===== src/rtl/cmd_dispatch_if.sv =====
// Dispatcher bus: RX command FIFO read port plus the shared engine port.
// The dispatcher takes the master side; the FIFO and engines take the slave side.
interface cmd_dispatch_if;
  logic       fifo_empty;
  logic       fifo_rd;
  logic [7:0] fifo_rdata;
  logic [3:0] eng_sel;
  logic       eng_start;
  logic [7:0] eng_cmd;
  logic [7:0] eng_len;
  logic [7:0] eng_data;
  logic       eng_valid;
  logic [3:0] eng_ready;
  logic [3:0] eng_done;
  logic       busy;
  logic       err;
  logic [1:0] err_code;

  modport master (
    input  fifo_empty, fifo_rdata, eng_ready, eng_done,
    output fifo_rd, eng_sel, eng_start, eng_cmd, eng_len, eng_data, eng_valid,
           busy, err, err_code
  );

  modport slave (
    output fifo_empty, fifo_rdata, eng_ready, eng_done,
    input  fifo_rd, eng_sel, eng_start, eng_cmd, eng_len, eng_data, eng_valid,
           busy, err, err_code
  );
endinterface


===== src/rtl/cmd_dispatch.sv =====
// Command dispatcher: pops header/length/payload frames from the RX FIFO and
// hands them to one of four engines, with per-state stall timeout.
module cmd_dispatch #(
  parameter int unsigned TIMEOUT_CYC = 1024
) (
  input  logic           clk,
  input  logic           rst_n,
  cmd_dispatch_if.master bus
);

  typedef enum logic [2:0] {
    IDLE, HDR_WAIT, LEN_REQ, LEN_WAIT, DAT_REQ, DAT_WAIT, DAT_PUSH, DONE_WAIT
  } state_t;

  localparam logic [1:0]  ERR_PAGE    = 2'b01;
  localparam logic [1:0]  ERR_TIMEOUT = 2'b10;
  localparam logic [1:0]  ERR_EARLY   = 2'b11;
  localparam logic [15:0] TMO_LAST    = 16'(TIMEOUT_CYC - 1);

  state_t      state;
  logic [15:0] tcnt;
  logic [7:0]  remain;
  logic [3:0]  hdr_sel;
  logic        sel_ready;
  logic        sel_done;
  logic        early_done;
  logic        stalled;

  function automatic logic [3:0] decode_page(input logic [3:0] page);
    case (page)
      4'h1:       return 4'b0001;
      4'h3, 4'h4: return 4'b0010;
      4'h5:       return 4'b0100;
      4'h7:       return 4'b1000;
      default:    return 4'b0000;
    endcase
  endfunction

  // eng_sel is one-hot, so masking picks out the selected engine's bit.
  assign hdr_sel    = decode_page(bus.fifo_rdata[7:4]);
  assign sel_ready  = |(bus.eng_ready & bus.eng_sel);
  assign sel_done   = |(bus.eng_done & bus.eng_sel);
  assign early_done = sel_done && (state inside {DAT_REQ, DAT_WAIT, DAT_PUSH});
  assign stalled    = (state != IDLE) && (tcnt == TMO_LAST);

  // NOTE: every register here is written with <= so all branches see the
  // pre-edge values; the pulse outputs are defaulted low each cycle.
  always_ff @(posedge clk) begin
    if (!rst_n) begin
      state         <= IDLE;
      tcnt          <= '0;
      remain        <= '0;
      bus.fifo_rd   <= 1'b0;
      bus.eng_sel   <= '0;
      bus.eng_start <= 1'b0;
      bus.eng_cmd   <= '0;
      bus.eng_len   <= '0;
      bus.eng_data  <= '0;
      bus.eng_valid <= 1'b0;
      bus.busy      <= 1'b0;
      bus.err       <= 1'b0;
      bus.err_code  <= '0;
    end else begin
      bus.fifo_rd   <= 1'b0;
      bus.eng_start <= 1'b0;
      bus.err       <= 1'b0;
      tcnt          <= (state == IDLE) ? 16'd0 : tcnt + 16'd1;

      if (early_done || stalled) begin
        state         <= IDLE;
        tcnt          <= '0;
        bus.busy      <= 1'b0;
        bus.eng_sel   <= '0;
        bus.eng_valid <= 1'b0;
        bus.err       <= 1'b1;
        bus.err_code  <= early_done ? ERR_EARLY : ERR_TIMEOUT;
      end else begin
        // fifo_rdata is only valid once the registered fifo_rd has dropped,
        // so each *_WAIT state idles for the cycle in which the pop happens.
        unique case (state)
          IDLE: if (!bus.fifo_empty) begin
            bus.fifo_rd <= 1'b1;
            bus.busy    <= 1'b1;
            state       <= HDR_WAIT;
          end
          HDR_WAIT: if (!bus.fifo_rd) begin
            tcnt <= '0;
            if (hdr_sel != 4'b0000) begin
              bus.eng_cmd <= bus.fifo_rdata;
              bus.eng_sel <= hdr_sel;
              state       <= LEN_REQ;
            end else begin
              bus.err      <= 1'b1;
              bus.err_code <= ERR_PAGE;
              bus.busy     <= 1'b0;
              state        <= IDLE;
            end
          end
          LEN_REQ: if (!bus.fifo_empty) begin
            bus.fifo_rd <= 1'b1;
            tcnt        <= '0;
            state       <= LEN_WAIT;
          end
          LEN_WAIT: if (!bus.fifo_rd) begin
            bus.eng_len   <= bus.fifo_rdata;
            remain        <= bus.fifo_rdata;
            bus.eng_start <= 1'b1;
            tcnt          <= '0;
            state         <= (bus.fifo_rdata == 8'd0) ? DONE_WAIT : DAT_REQ;
          end
          DAT_REQ: if (!bus.fifo_empty) begin
            bus.fifo_rd <= 1'b1;
            tcnt        <= '0;
            state       <= DAT_WAIT;
          end
          DAT_WAIT: if (!bus.fifo_rd) begin
            bus.eng_data  <= bus.fifo_rdata;
            bus.eng_valid <= 1'b1;
            tcnt          <= '0;
            state         <= DAT_PUSH;
          end
          DAT_PUSH: if (sel_ready) begin
            bus.eng_valid <= 1'b0;
            remain        <= remain - 8'd1;
            tcnt          <= '0;
            state         <= (remain == 8'd1) ? DONE_WAIT : DAT_REQ;
          end
          DONE_WAIT: if (sel_done) begin
            bus.eng_sel <= '0;
            bus.busy    <= 1'b0;
            tcnt        <= '0;
            state       <= IDLE;
          end
          default: state <= IDLE;
        endcase
      end
    end
  end

endmodule


===== src/flat_wrapper.sv =====
// flat-port wrapper written by rule: the top's interface ports become plain ports
module cmd_dispatch_flat 
#(
  parameter int unsigned TIMEOUT_CYC = 1024
)
  (clk, rst_n, bus_fifo_empty, bus_fifo_rdata, bus_eng_ready, bus_eng_done, bus_fifo_rd, bus_eng_sel, bus_eng_start, bus_eng_cmd, bus_eng_len, bus_eng_data, bus_eng_valid, bus_busy, bus_err, bus_err_code);
  cmd_dispatch_if bus_i ();
  input  logic clk;
  input  logic rst_n;
  input wire logic [$bits(bus_i.fifo_empty)-1:0] bus_fifo_empty;
  input wire logic [$bits(bus_i.fifo_rdata)-1:0] bus_fifo_rdata;
  input wire logic [$bits(bus_i.eng_ready)-1:0] bus_eng_ready;
  input wire logic [$bits(bus_i.eng_done)-1:0] bus_eng_done;
  output wire logic [$bits(bus_i.fifo_rd)-1:0] bus_fifo_rd;
  output wire logic [$bits(bus_i.eng_sel)-1:0] bus_eng_sel;
  output wire logic [$bits(bus_i.eng_start)-1:0] bus_eng_start;
  output wire logic [$bits(bus_i.eng_cmd)-1:0] bus_eng_cmd;
  output wire logic [$bits(bus_i.eng_len)-1:0] bus_eng_len;
  output wire logic [$bits(bus_i.eng_data)-1:0] bus_eng_data;
  output wire logic [$bits(bus_i.eng_valid)-1:0] bus_eng_valid;
  output wire logic [$bits(bus_i.busy)-1:0] bus_busy;
  output wire logic [$bits(bus_i.err)-1:0] bus_err;
  output wire logic [$bits(bus_i.err_code)-1:0] bus_err_code;
  assign bus_i.fifo_empty = bus_fifo_empty;
  assign bus_i.fifo_rdata = bus_fifo_rdata;
  assign bus_i.eng_ready = bus_eng_ready;
  assign bus_i.eng_done = bus_eng_done;
  assign bus_fifo_rd = bus_i.fifo_rd;
  assign bus_eng_sel = bus_i.eng_sel;
  assign bus_eng_start = bus_i.eng_start;
  assign bus_eng_cmd = bus_i.eng_cmd;
  assign bus_eng_len = bus_i.eng_len;
  assign bus_eng_data = bus_i.eng_data;
  assign bus_eng_valid = bus_i.eng_valid;
  assign bus_busy = bus_i.busy;
  assign bus_err = bus_i.err;
  assign bus_err_code = bus_i.err_code;
  cmd_dispatch #(.TIMEOUT_CYC(TIMEOUT_CYC)) u_core (.clk(clk), .rst_n(rst_n), .bus(bus_i));
endmodule

===== config.mk =====
export PLATFORM = sky130hd
export DESIGN_NAME = cmd_dispatch_flat
export DESIGN_NICKNAME = d
export VERILOG_FILES = /design/src/rtl/cmd_dispatch_if.sv /design/src/rtl/cmd_dispatch.sv /design/src/flat_wrapper.sv
export SDC_FILE = /design/constraint.sdc
export NUM_CORES = 1
export LEC_CHECK = 0
export BUFFER_PORTS_ARGS = -buffer_cell sky130_fd_sc_hd__buf_4
export CORE_UTILIZATION = 55
export CTS_BUF_LIST = sky130_fd_sc_hd__clkbuf_4 sky130_fd_sc_hd__clkbuf_8 sky130_fd_sc_hd__clkbuf_16
export CTS_CLUSTER_SIZE = 25
export DETAILED_ROUTE_END_ITERATION = 16
export PLACE_DENSITY = 0.87
export SYNTH_ARGS = -nofsm -noshare
export SYNTH_HDL_FRONTEND = slang
export SYNTH_SLANG_ARGS = --single-unit

===== constraint.sdc =====
create_clock -name clk -period 2.2 [get_ports clk]
set_input_delay 0.33 -clock clk [delete_from_list [all_inputs] [get_ports clk]]
set_output_delay 0.33 -clock clk [all_outputs]
set_load 0.03 [all_outputs]

==> results.cfg, run 1 <==
[grt]
grt_pass1_vias = 2544
grt_first_pass_wirelength_um = 11250
grt.total_usage = 0.2615
grt_antenna_before_repair = 0
grt_start_max_net_pins = 48
overflow = 0

[placed_design]
place.gp.congestion = 0.9071
dp.cells = 464
portBuffers = 53
dp_hpwl_um = 4892

[drt]
firstDrtPassIters = 5
ant_nets = 0
drc = 0
drt_iter0_drc = 208
vias_per_cell = 5.823
vias = 2789
routed_wl_um = 6819
wire_per_inst_um = 14.24

[hold_path]
holdPathEnd = u_core.bus.fifo_rd
hold_path.class = in2reg
hold-path-cell-count = 2
min-delay-start = bus_fifo_empty

[logic_synthesis]
yosys_warnings = 0
synth_fp_nets = 372
ys_seq_area_frac = 0.4207
ys_types = 49
syn_area_mm2 = 0.002950
synth_cells = 350
synth-seq-cells = 62
avgSynthCellArea_um2 = 8.430
synthFlopType = dfxtp_1
synth-edff-count = 0
synthArstFlopShare = 0

[clock_network]
clk_pin_slew_worst_paths_ns = 0.07
postCtsHoldBufs = 0
cts_tree = built
cts_inserted_buffers = 9
clock_path_buffers = 2
clock-sinks = 62
insertion_delay_ns = 0.33
cts_root_buf = clkbuf_8
cts_setup_buffers = 0
htree_levels = 3

[power]
ir_drop_mv = 0.5553
powerDensity_mw_per_mm2 = 870.5
leakage_nw = 1.522

[sta]
setup_viol = 0
final_max_slew_viol_count = 0
post-route-period-util = 0.9531
rsz0062_at_grt = no
worst_pin_slew_ns = 0.6679
skew_ns = 0.006862
finalHoldViolations = 0
fmax_mhz = 476.9
fin_crit_ns = 2.097
slew_headroom = 0.5534
tns_ns = 0
worst_hold_slack_ns = 0.1864

[setup_path]
crit_type = reg2reg
rrSetupSlack_ns = 0.10
critPathMaxStageDelay_ns = 0.55
worst_setup_path_end_kind = flop
arrival_ns = 2.36
cp-start-kind = flop
r2r_end = u_core.remain[1]
path_max_fanout = 8
crit_required_ns = 2.46
r2r_cells = 5
regToRegStartpoint = u_core.tcnt[14]
crit_slowest_cell = or4_4
cp_cell_sequence = or4_4 > a2111oi_4 > a22oi_2 > nand3b_1 > mux2i_1

[cells_and_area]
instances_no_fill = 479
diodes = 0
filler_cell_count = 395
nets = 427
drive_above_1_share = 0.2152
multi_input_area_mm2 = 0.001600
area_growth_pct = 24.47
seq_area_mm2 = 0.001241

[floorplanning]
rows = 26
dieWidth_um = 75.24
core_mm2 = 0.005140
start_util = 0.5740
die_h_um = 75.24
dieArea_mm2 = 0.005661
ios = 54

[run]
drv_cap = 0

[outcome]
status = finished, final reports clean
==> critical path, delay by kind of cell, from the launching register on <==
kind	cells	cell delay [ns]
and+or+nand+nor	2	0.89
AOI/OAI and AO/OA	2	0.59
DFF	1	0.33
muxes	1	0.21
==> report_power, final <==
part	switching (mW)	internal, mW
logic	0.458	0.299
clock network	0.429	0.745
registers	0.0721	1.19
==> Yosys cell counts (all sizes together) (5+ instances only) <==
cell type | number | area, µm²
a21oi | 17 | 85.08
mux2i | 25 | 250.2
nand2 | 60 | 227.7
nor3 | 10 | 55.05
xor2 | 8 | 70.07
o311ai | 8 | 70.07
nor2 | 37 | 138.9
xnor2 | 6 | 52.55
dfxtp | 62 | 1241
o21ai | 15 | 75.07
nand3 | 13 | 65.06
inv | 8 | 30.03
clkbuf | 13 | 48.80
a22oi | 6 | 50.05
buf | 5 | 31.28
==> area by class of cell <==
class,count,area share
multi-input cells,262,0.4358
flip-flops and latches,62,0.3380
repair buffers,62,0.1302
clock buffers,9,0.03373
clock inverters,6,0.03032
well taps,70,0.02385
inverters,8,0.008177
==> layer usage <==
metal | up-vias | share of wire | global-route usage
li1 | 1357 | - | -
met1 | 1293 | 0.44 | 0.3178
met2 | 120 | 0.47 | 0.4374
met3 | 19 | 0.071 | 0.05890
met4 | 0 | 0.020 | 0.1296
met5 | - | 0 | 0
==> registers in the layout, indices dropped and copies added (netlist names) <==
| signal | count |
|---|---|
| u_core.bus.err_code | 2 |
| u_core.bus.busy | 1 |
| u_core.bus.eng_len | 8 |
| u_core.bus.fifo_rd | 1 |
| u_core.bus.eng_sel | 4 |
| u_core.bus.err | 1 |
| u_core.tcnt | 16 |
| u_core.bus.eng_data | 8 |
| u_core.remain | 8 |
| u_core.bus.eng_cmd | 8 |
| u_core.bus.eng_start | 1 |
| u_core.bus.eng_valid | 1 |
| u_core.state | 3 |
==> metrics by stage <==
step / setup WS (ns) / util / total power [mW] / cell area (µm²)
6_report: 0.1033 / 0.7145 / 3.197 / 3672
5_1_grt: 0.005044 / 0.7145 / 3.348 / 3672
4_1_cts: 0.07542 / 0.7142 / 3.206 / 3671
3_5_place_dp: 0.07975 / 0.6685 / 2.030 / 3436
3_3_place_gp: 0.1349 / 0.6685 / 2.011 / 3436
2_1_floorplan: 0.2768 / - / 1.802 / 2950
==> cells by family after synthesis <==
kind of cell,synth area share
adder cells (fa/ha/maj),0.01272
multiplexers,0.08482
flip-flops,0.4207
AO/OA/AOI/OAI,0.1646
AND/OR/NAND/NOR,0.2383
buffers and inverters,0.03732
XOR/XNOR,0.04156
==> placed cells by master, fill, tap and decap left out, types with 4 or more instances in the layout <==
cell	count
dfxtp_1	62
nor2_1	37
nand3b_1	4
nand3_1	13
nand2b_1	4
xnor2_1	6
buf_4	61
clkbuf_8	9
o21ai_0	15
nand2_1	59
o311ai_0	7
inv_1	8
xor2_1	8
mux2i_1	25
a21oi_1	17
nor3_1	9
a22oi_1	5
==> how the worst max path moves through the flow <==
stage | start | to | slack (ns)
6_report | u_core.tcnt[14] | u_core.remain[1] | 0.10
5_1_grt | u_core.tcnt[14] | u_core.remain[1] | 0.005
4_1_cts | u_core.tcnt[14] | u_core.bus.eng_cmd[4] | 0.08
3_5_place_dp | u_core.tcnt[14] | u_core.bus.eng_cmd[4] | 0.08
3_3_place_gp | u_core.tcnt[14] | u_core.bus.eng_cmd[1] | 0.13
2_1_floorplan | u_core.tcnt[14] | u_core.bus.eng_cmd[0] | 0.28
==> what timing repair did <==
item,4_1_cts,5_1_grt
gates resized for setup,0,2
setup endpoints to repair,0,6
endpoints found under the hold margin,0,0
(Power assumes the default switching activity.)
==> run 2: changes to the inputs <==
--- a/config.mk
+++ b/config.mk
@@ -5,12 +5,14 @@
 export SDC_FILE = /design/constraint.sdc
 export NUM_CORES = 1
 export LEC_CHECK = 0
+export ABC_AREA = 1
 export BUFFER_PORTS_ARGS = -buffer_cell sky130_fd_sc_hd__buf_4
-export CORE_UTILIZATION = 55
+export CORE_MARGIN = 2
+export CORE_UTILIZATION = 56
 export CTS_BUF_LIST = sky130_fd_sc_hd__clkbuf_4 sky130_fd_sc_hd__clkbuf_8 sky130_fd_sc_hd__clkbuf_16
 export CTS_CLUSTER_SIZE = 25
 export DETAILED_ROUTE_END_ITERATION = 16
-export PLACE_DENSITY = 0.87
+export PLACE_DENSITY = 0.88
 export SYNTH_ARGS = -nofsm -noshare
 export SYNTH_HDL_FRONTEND = slang
 export SYNTH_SLANG_ARGS = --single-unit
==> run 2 against run 1 <==
Net effect:
- count of clock-buffer cells in the layout up 1
- hold slack worse by 0.0079 ns
- critical path depth grew 3
- largest cell class unchanged
==> results.cfg, run 2 <==
[outcome]
status = finished, final reports clean

[setup_path]
r2r_end = u_core.bus.eng_data[6]
crit_type = reg2reg
cp-start-kind = flop
path_max_fanout = 16
crit_path_frequent_cell = nand2_1
regToRegStartpoint = u_core.tcnt[0]
crit_family = simple AND/OR/NAND/NOR gates
arrival_ns = 1.98
r2r_cells = 8
crit_required_ns = 2.44
critPathBufInv = 0
crit_slowest_cell = dfxtp_1
critPathMaxStageDelay_ns = 0.35
cp-startpoint = u_core.tcnt[0]
rrSetupSlack_ns = 0.46
worst_setup_path_end_kind = flop
cp_cell_sequence = ha_1 > nand3_1 > nor2_4 > nand3_4 > nand4_2 > nand2_1 > nand2_1 > nor2_1

[logic_synthesis]
synth-edff-count = 0
synthFlopType = dfxtp_1
yosysMostFrequentCell = nand2_1
synth_cells = 493
synth_area_leaders = dfxtp_1 39%, nand2_1 18%, nor2_1 13%
ys_seq_area_frac = 0.3901
synthArstFlopShare = 0
yosysTopAreaCell = dfxtp_1
synth.cells.most_frequent = 151 x nand2_1, 113 x nor2_1, 62 x dfxtp_1
syn_area_mm2 = 0.003182
synth_top_area_share = 0.3901
synth-seq-cells = 62
synth_fp_nets = 515
yosys_warnings = 0
ys_types = 34
avgSynthCellArea_um2 = 6.454

[cells_and_area]
drive_above_1_share = 0.1583
top_register = u_core.tcnt
largest_reg_flops = 16
area_growth_pct = 21.00
filler_cell_count = 434
final_cell_mix = 151 x nand2_1, 113 x nor2_1, 62 x dfxtp_1
nets = 573
diodes = 0
final_common_cell = nand2_1
instances_no_fill = 628

[floorplanning]
core_mm2 = 0.005507
die_h_um = 79.38
dieArea_mm2 = 0.006300
ios = 54
rows = 27
dieWidth_um = 79.38
start_util = 0.5778

[drt]
wire_per_inst_um = 11.82
routed_wl_um = 7423
drc = 0
ant_nets = 0
vias = 3253
vias_per_cell = 5.180
firstDrtPassIters = 6
drt_iter0_drc = 257

[sta]
finalHoldViolations = 0
post-route-period-util = 0.7912
skew_ns = 0.01358
tns_ns = 0
final_max_slew_viol_count = 0
rsz0062_at_grt = no
fin_crit_ns = 1.741
fmax_mhz = 574.5
worst_pin_slew_ns = 0.3968
worst_hold_slack_ns = 0.1784
slew_headroom = 0.7348
setup_viol = 0

[placed_design]
dp_hpwl_um = 5327
place.gp.congestion = 0.9309
portBuffers = 53
dp.cells = 612

[hold_path]
holdPathEnd = u_core.bus.fifo_rd
hold_path.class = in2reg
min-delay-start = bus_fifo_empty
hold-path-cell-count = 2

[grt]
grt.total_usage = 0.2526
overflow = 0
grt_pass1_vias = 2841
grt_first_pass_wirelength_um = 12500
grt_start_max_net_pins = 29
grt_antenna_before_repair = 0

[clock_network]
clock-sinks = 62
htree_levels = 3
insertion_delay_ns = 0.35
clk_pin_slew_worst_paths_ns = 0.07
cts_inserted_buffers = 9
clock_path_buffers = 2
cts_root_buf = clkbuf_8
postCtsHoldBufs = 0
ctsResizeCount = 0
cts_setup_buffers = 0
cts_tree = built

[power]
ir_drop_mv = 0.5261
powerDensity_mw_per_mm2 = 835.1
leakage_nw = 1.900

[run]
drv_cap = 0
[run 2: changes by cell type in the layout (fill, tap and decap cells not counted), moves of 10 or more]
cell,delta
inv_1,+48
mux2i_1,-25
nand2_1,+92
nand3_1,+10
nor2_1,+76
[run 2: layer usage]
layer | wire length, µm | GRT usage
met5 | 0 | 0
met1 | 3184 | 0.3145
met4 | 197 | 0.1328
met3 | 505 | 0.05204
met2 | 3536 | 0.4119
[run 2: cells by family (layout without fill, tap and decap cells)]
kind of cell / Yosys count / after routing / share of synthesized area
adders and majority gates: 3 / 3 / 0.01180
buffers and inverters: 67 / 130 / 0.08651
xor gates and xnor gates: 13 / 13 / 0.03578
and+or+nand+nor: 315 / 315 / 0.4176
AOI/OAI and AO/OA: 33 / 33 / 0.05820
DFF: 62 / 62 / 0.3901
[run 2: stage by stage]
| stage | total power, mW | cell area, µm² | setup slack [ns] | utilization |
|---|---|---|---|---|
| final | 3.215 | 3850 | 0.4593 | 0.6992 |
| after global routing | 3.391 | 3850 | 0.2320 | 0.6992 |
| after CTS | 3.222 | 3850 | 0.4612 | 0.6992 |
| after detailed placement | 2.104 | 3627 | 0.4594 | 0.6587 |
| after global placement | 2.081 | 3627 | 0.5238 | 0.6587 |
| after floorplan | 1.871 | 3182 | 0.6513 | - |
[run 2: how the worst max path moves through the flow]
stage                                   to  slack (ns)  depth (start not counted)
floorplan                   u_core.tcnt[2]        0.65                          9
global route              u_core.remain[6]        0.23                          8
global placement    u_core.bus.eng_data[2]        0.52                          7
detailed placement   u_core.bus.eng_len[0]        0.46                          7
CTS                  u_core.bus.eng_len[0]        0.46                          7
finish              u_core.bus.eng_data[6]        0.46                          8
[run 2: area by class of cell]
class | instances | area [µm²] | area share
Clock buffer | 10 | 137.6 | 0.03575
Inverter | 60 | 225.2 | 0.05850
Sequential cell | 62 | 1241 | 0.3224
Clock inverter | 6 | 85.08 | 0.02210
Multi-Input combinational cell | 364 | 1665 | 0.4326
Tap cell | 72 | 90.09 | 0.02340
Timing Repair Buffer | 54 | 405.4 | 0.1053
[run 2: report_power, final]
part | total (mW) | internal [mW] | switching, mW
sequential | 1.29 | 1.21 | 0.0775
combinational | 0.802 | 0.276 | 0.526
clock | 1.12 | 0.664 | 0.460
total | 3.22 | 2.15 | 1.06
==> run 3: changes to the inputs <==
--- a/config.mk
+++ b/config.mk
@@ -8,11 +8,11 @@
 export ABC_AREA = 1
 export BUFFER_PORTS_ARGS = -buffer_cell sky130_fd_sc_hd__buf_4
 export CORE_MARGIN = 2
-export CORE_UTILIZATION = 56
+export CORE_UTILIZATION = 51
 export CTS_BUF_LIST = sky130_fd_sc_hd__clkbuf_4 sky130_fd_sc_hd__clkbuf_8 sky130_fd_sc_hd__clkbuf_16
 export CTS_CLUSTER_SIZE = 25
 export DETAILED_ROUTE_END_ITERATION = 16
-export PLACE_DENSITY = 0.88
+export PLACE_DENSITY = 0.84
 export SYNTH_ARGS = -nofsm -noshare
 export SYNTH_HDL_FRONTEND = slang
 export SYNTH_SLANG_ARGS = --single-unit
==> constraint.sdc (replaced) <==
create_clock -name clk -period 1.4 [get_ports clk]
set_input_delay 0.21 -clock clk [delete_from_list [all_inputs] [get_ports clk]]
set_output_delay 0.21 -clock clk [all_outputs]
set_load 0.03 [all_outputs]
==> run 3 against run 2 <==
Net effect:
- the flow now finishes with violations (setup timing)
- maximum frequency is 2.5% higher
- routed wire length up 46%
- count of clock-buffer cells in the layout rose by 3
- clock skew up 0.0042 ns
- cell area grew 21%
- global-route usage increased by 2.6 points
- non-clock buffer count is 66 higher
- clock power up 70%
- critical path depth up 1
- hold slack got worse by 0.15 ns
- die area rose by 9.3%
- worst setup slack got worse by 0.76 ns
- critical endpoint is now u_core.bus.eng_len[3]
- largest cell class unchanged
==> results.cfg, run 3 (synthesis results as in run 2) <==
[outcome]
status = finished with violations
violations = setup timing

[sta]
fmax_mhz = 589.0
fin_ws_ns = -0.2977
skew_ns = 0.01782
setup_viol = 60
fin_crit_ns = 1.698
post-route-period-util = 1.213
final_max_slew_viol_count = 0
finalHoldViolations = 0
slew_headroom = 0.7156
worst_pin_slew_ns = 0.4239
rsz0062_at_grt = yes

[setup_path]
path_max_fanout = 8
crit_slowest_cell = dfxtp_2
worst_setup_path_end_kind = flop
cp-start-kind = flop
arrival_ns = 1.95
critPathMaxStageDelay_ns = 0.33
rrSetupSlack_ns = -0.30
cp-startpoint = u_core.tcnt[1]
crit_family = simple AND/OR/NAND/NOR gates
regToRegStartpoint = u_core.tcnt[1]
crit_required_ns = 1.65
critPathBufInv = 1
crit_type = reg2reg
cp_cell_sequence = ha_4 > nand3_4 > nor2_4 > nand3_4 > buf_4 > nand2_4 > nor2_4 > nand2_1 > a21oi_1

[grt]
overflow = 0
grt_pass1_vias = 3385
grt.total_usage = 0.2788
grt_first_pass_wirelength_um = 15590
grt_antenna_before_repair = 0
grt_start_max_net_pins = 21

[floorplanning]
ios = 54
die_h_um = 82.99
start_util = 0.5311
dieArea_mm2 = 0.006887
dieWidth_um = 82.99
core_mm2 = 0.005991
rows = 28

[power]
leakage_nw = 2.294
powerDensity_mw_per_mm2 = 1212
ir_drop_mv = 0.8684
power.total_mw = 5.649

[cells_and_area]
largest_reg_flops = 16
final_cell_mix = 134 x nand2_1, 113 x buf_4, 103 x nor2_1
diodes = 0
area_growth_pct = 46.48
drive_above_1_share = 0.3403
top_register = u_core.tcnt
final_area_mm2 = 0.004661
final_common_cell = nand2_1
nets = 640

[drt]
vias_per_cell = 5.421
routed_wl_um = 10860
drt_iter0_drc = 361
vias = 3784
ant_nets = 0
drc = 0
wire_per_inst_um = 15.55
firstDrtPassIters = 6

[clock_network]
clock-sinks = 62
insertion_delay_ns = 0.36
cts_inserted_buffers = 9
htree_levels = 3
cts_root_buf = clkbuf_8
clock_path_buffers = 2
cts_tree = built
clk_pin_slew_worst_paths_ns = 0.08

[run]
drv_cap = 0

[placed_design]
pre_cts_slack_ns = -0.1992
place.gp.congestion = 0.9773
portBuffers = 53
placed_area_mm2 = 0.004090
dp_hpwl_um = 6407

[hold_path]
min-delay-start = bus_fifo_empty
hold_path.class = in2reg
==> run 3: changes by cell type in the layout (fill, tap and decap cells not counted), moves of 7 or more <==
| cell | previous run | this run |
|---|---|---|
| nand2_1 | 151 | 134 |
| buf_4 | 54 | 113 |
| dfxtp_1 | 62 | 51 |
| nor2_1 | 113 | 103 |
| dfxtp_2 | 0 | 7 |
| nand2_2 | 1 | 16 |
==> run 3: through the flow <==
stage          TNS (ns)  hold WS, ns  cells  utilization
2_1_floorplan   -0.6778       0.2787    493            -
3_5_place_dp     -5.352       0.4024    666       0.6827
6_report         -6.798      0.02997    698       0.7780
5_1_grt          -12.20      0.03140    698       0.7780
4_1_cts          -1.912      0.02315    688       0.7431
3_3_place_gp     -4.343       0.4015    666       0.6827
==> run 3: final cells by class <==
cell class / count / area, µm²
timing repair buffer: 120 / 929.6
tap: 75 / 93.84
clock buffer: 13 / 171.4
inverter: 60 / 236.5
clock inverter: 3 / 65.06
multi-input combinational: 365 / 1899
sequential: 62 / 1265
fill: 372 / 1330
==> run 3: where the power goes <==
group / total, mW / internal (mW) / leakage, nW / switching, mW
logic: 1.69 / 0.653 / 1.66 / 1.04
registers: 2.06 / 1.92 / 0.508 / 0.134
clock network: 1.90 / 1.17 / 0.123 / 0.731
total: 5.65 / 3.75 / 2.29 / 1.90
==> run 3: worst paths after layout <==
path         cells past startpoint               endpoint
max                              9  u_core.bus.eng_len[3]
min                              2     u_core.bus.fifo_rd
max reg2reg                      9  u_core.bus.eng_len[3]
min reg2reg                      2  u_core.bus.eng_len[2]
==> run 3: what timing repair did <==
| action | in CTS | in global routing |
|---|---|---|
| buffers inserted | 6 | 9 |
| gates cloned | 0 | 2 |
| gates resized for setup | 21 | 42 |
| endpoints found under the setup margin | 62 | 62 |
| hold buffers | 0 | 0 |
| pin swaps | 11 | 18 |
==> run 3: layer usage <==
layer	vias up	GRT usage	wire length, µm
met4	0	0.1237	567
met2	230	0.4729	5217
met1	1713	0.3424	4238
met5	-	0	0
met3	65	0.05368	832
li1	1776	-	-
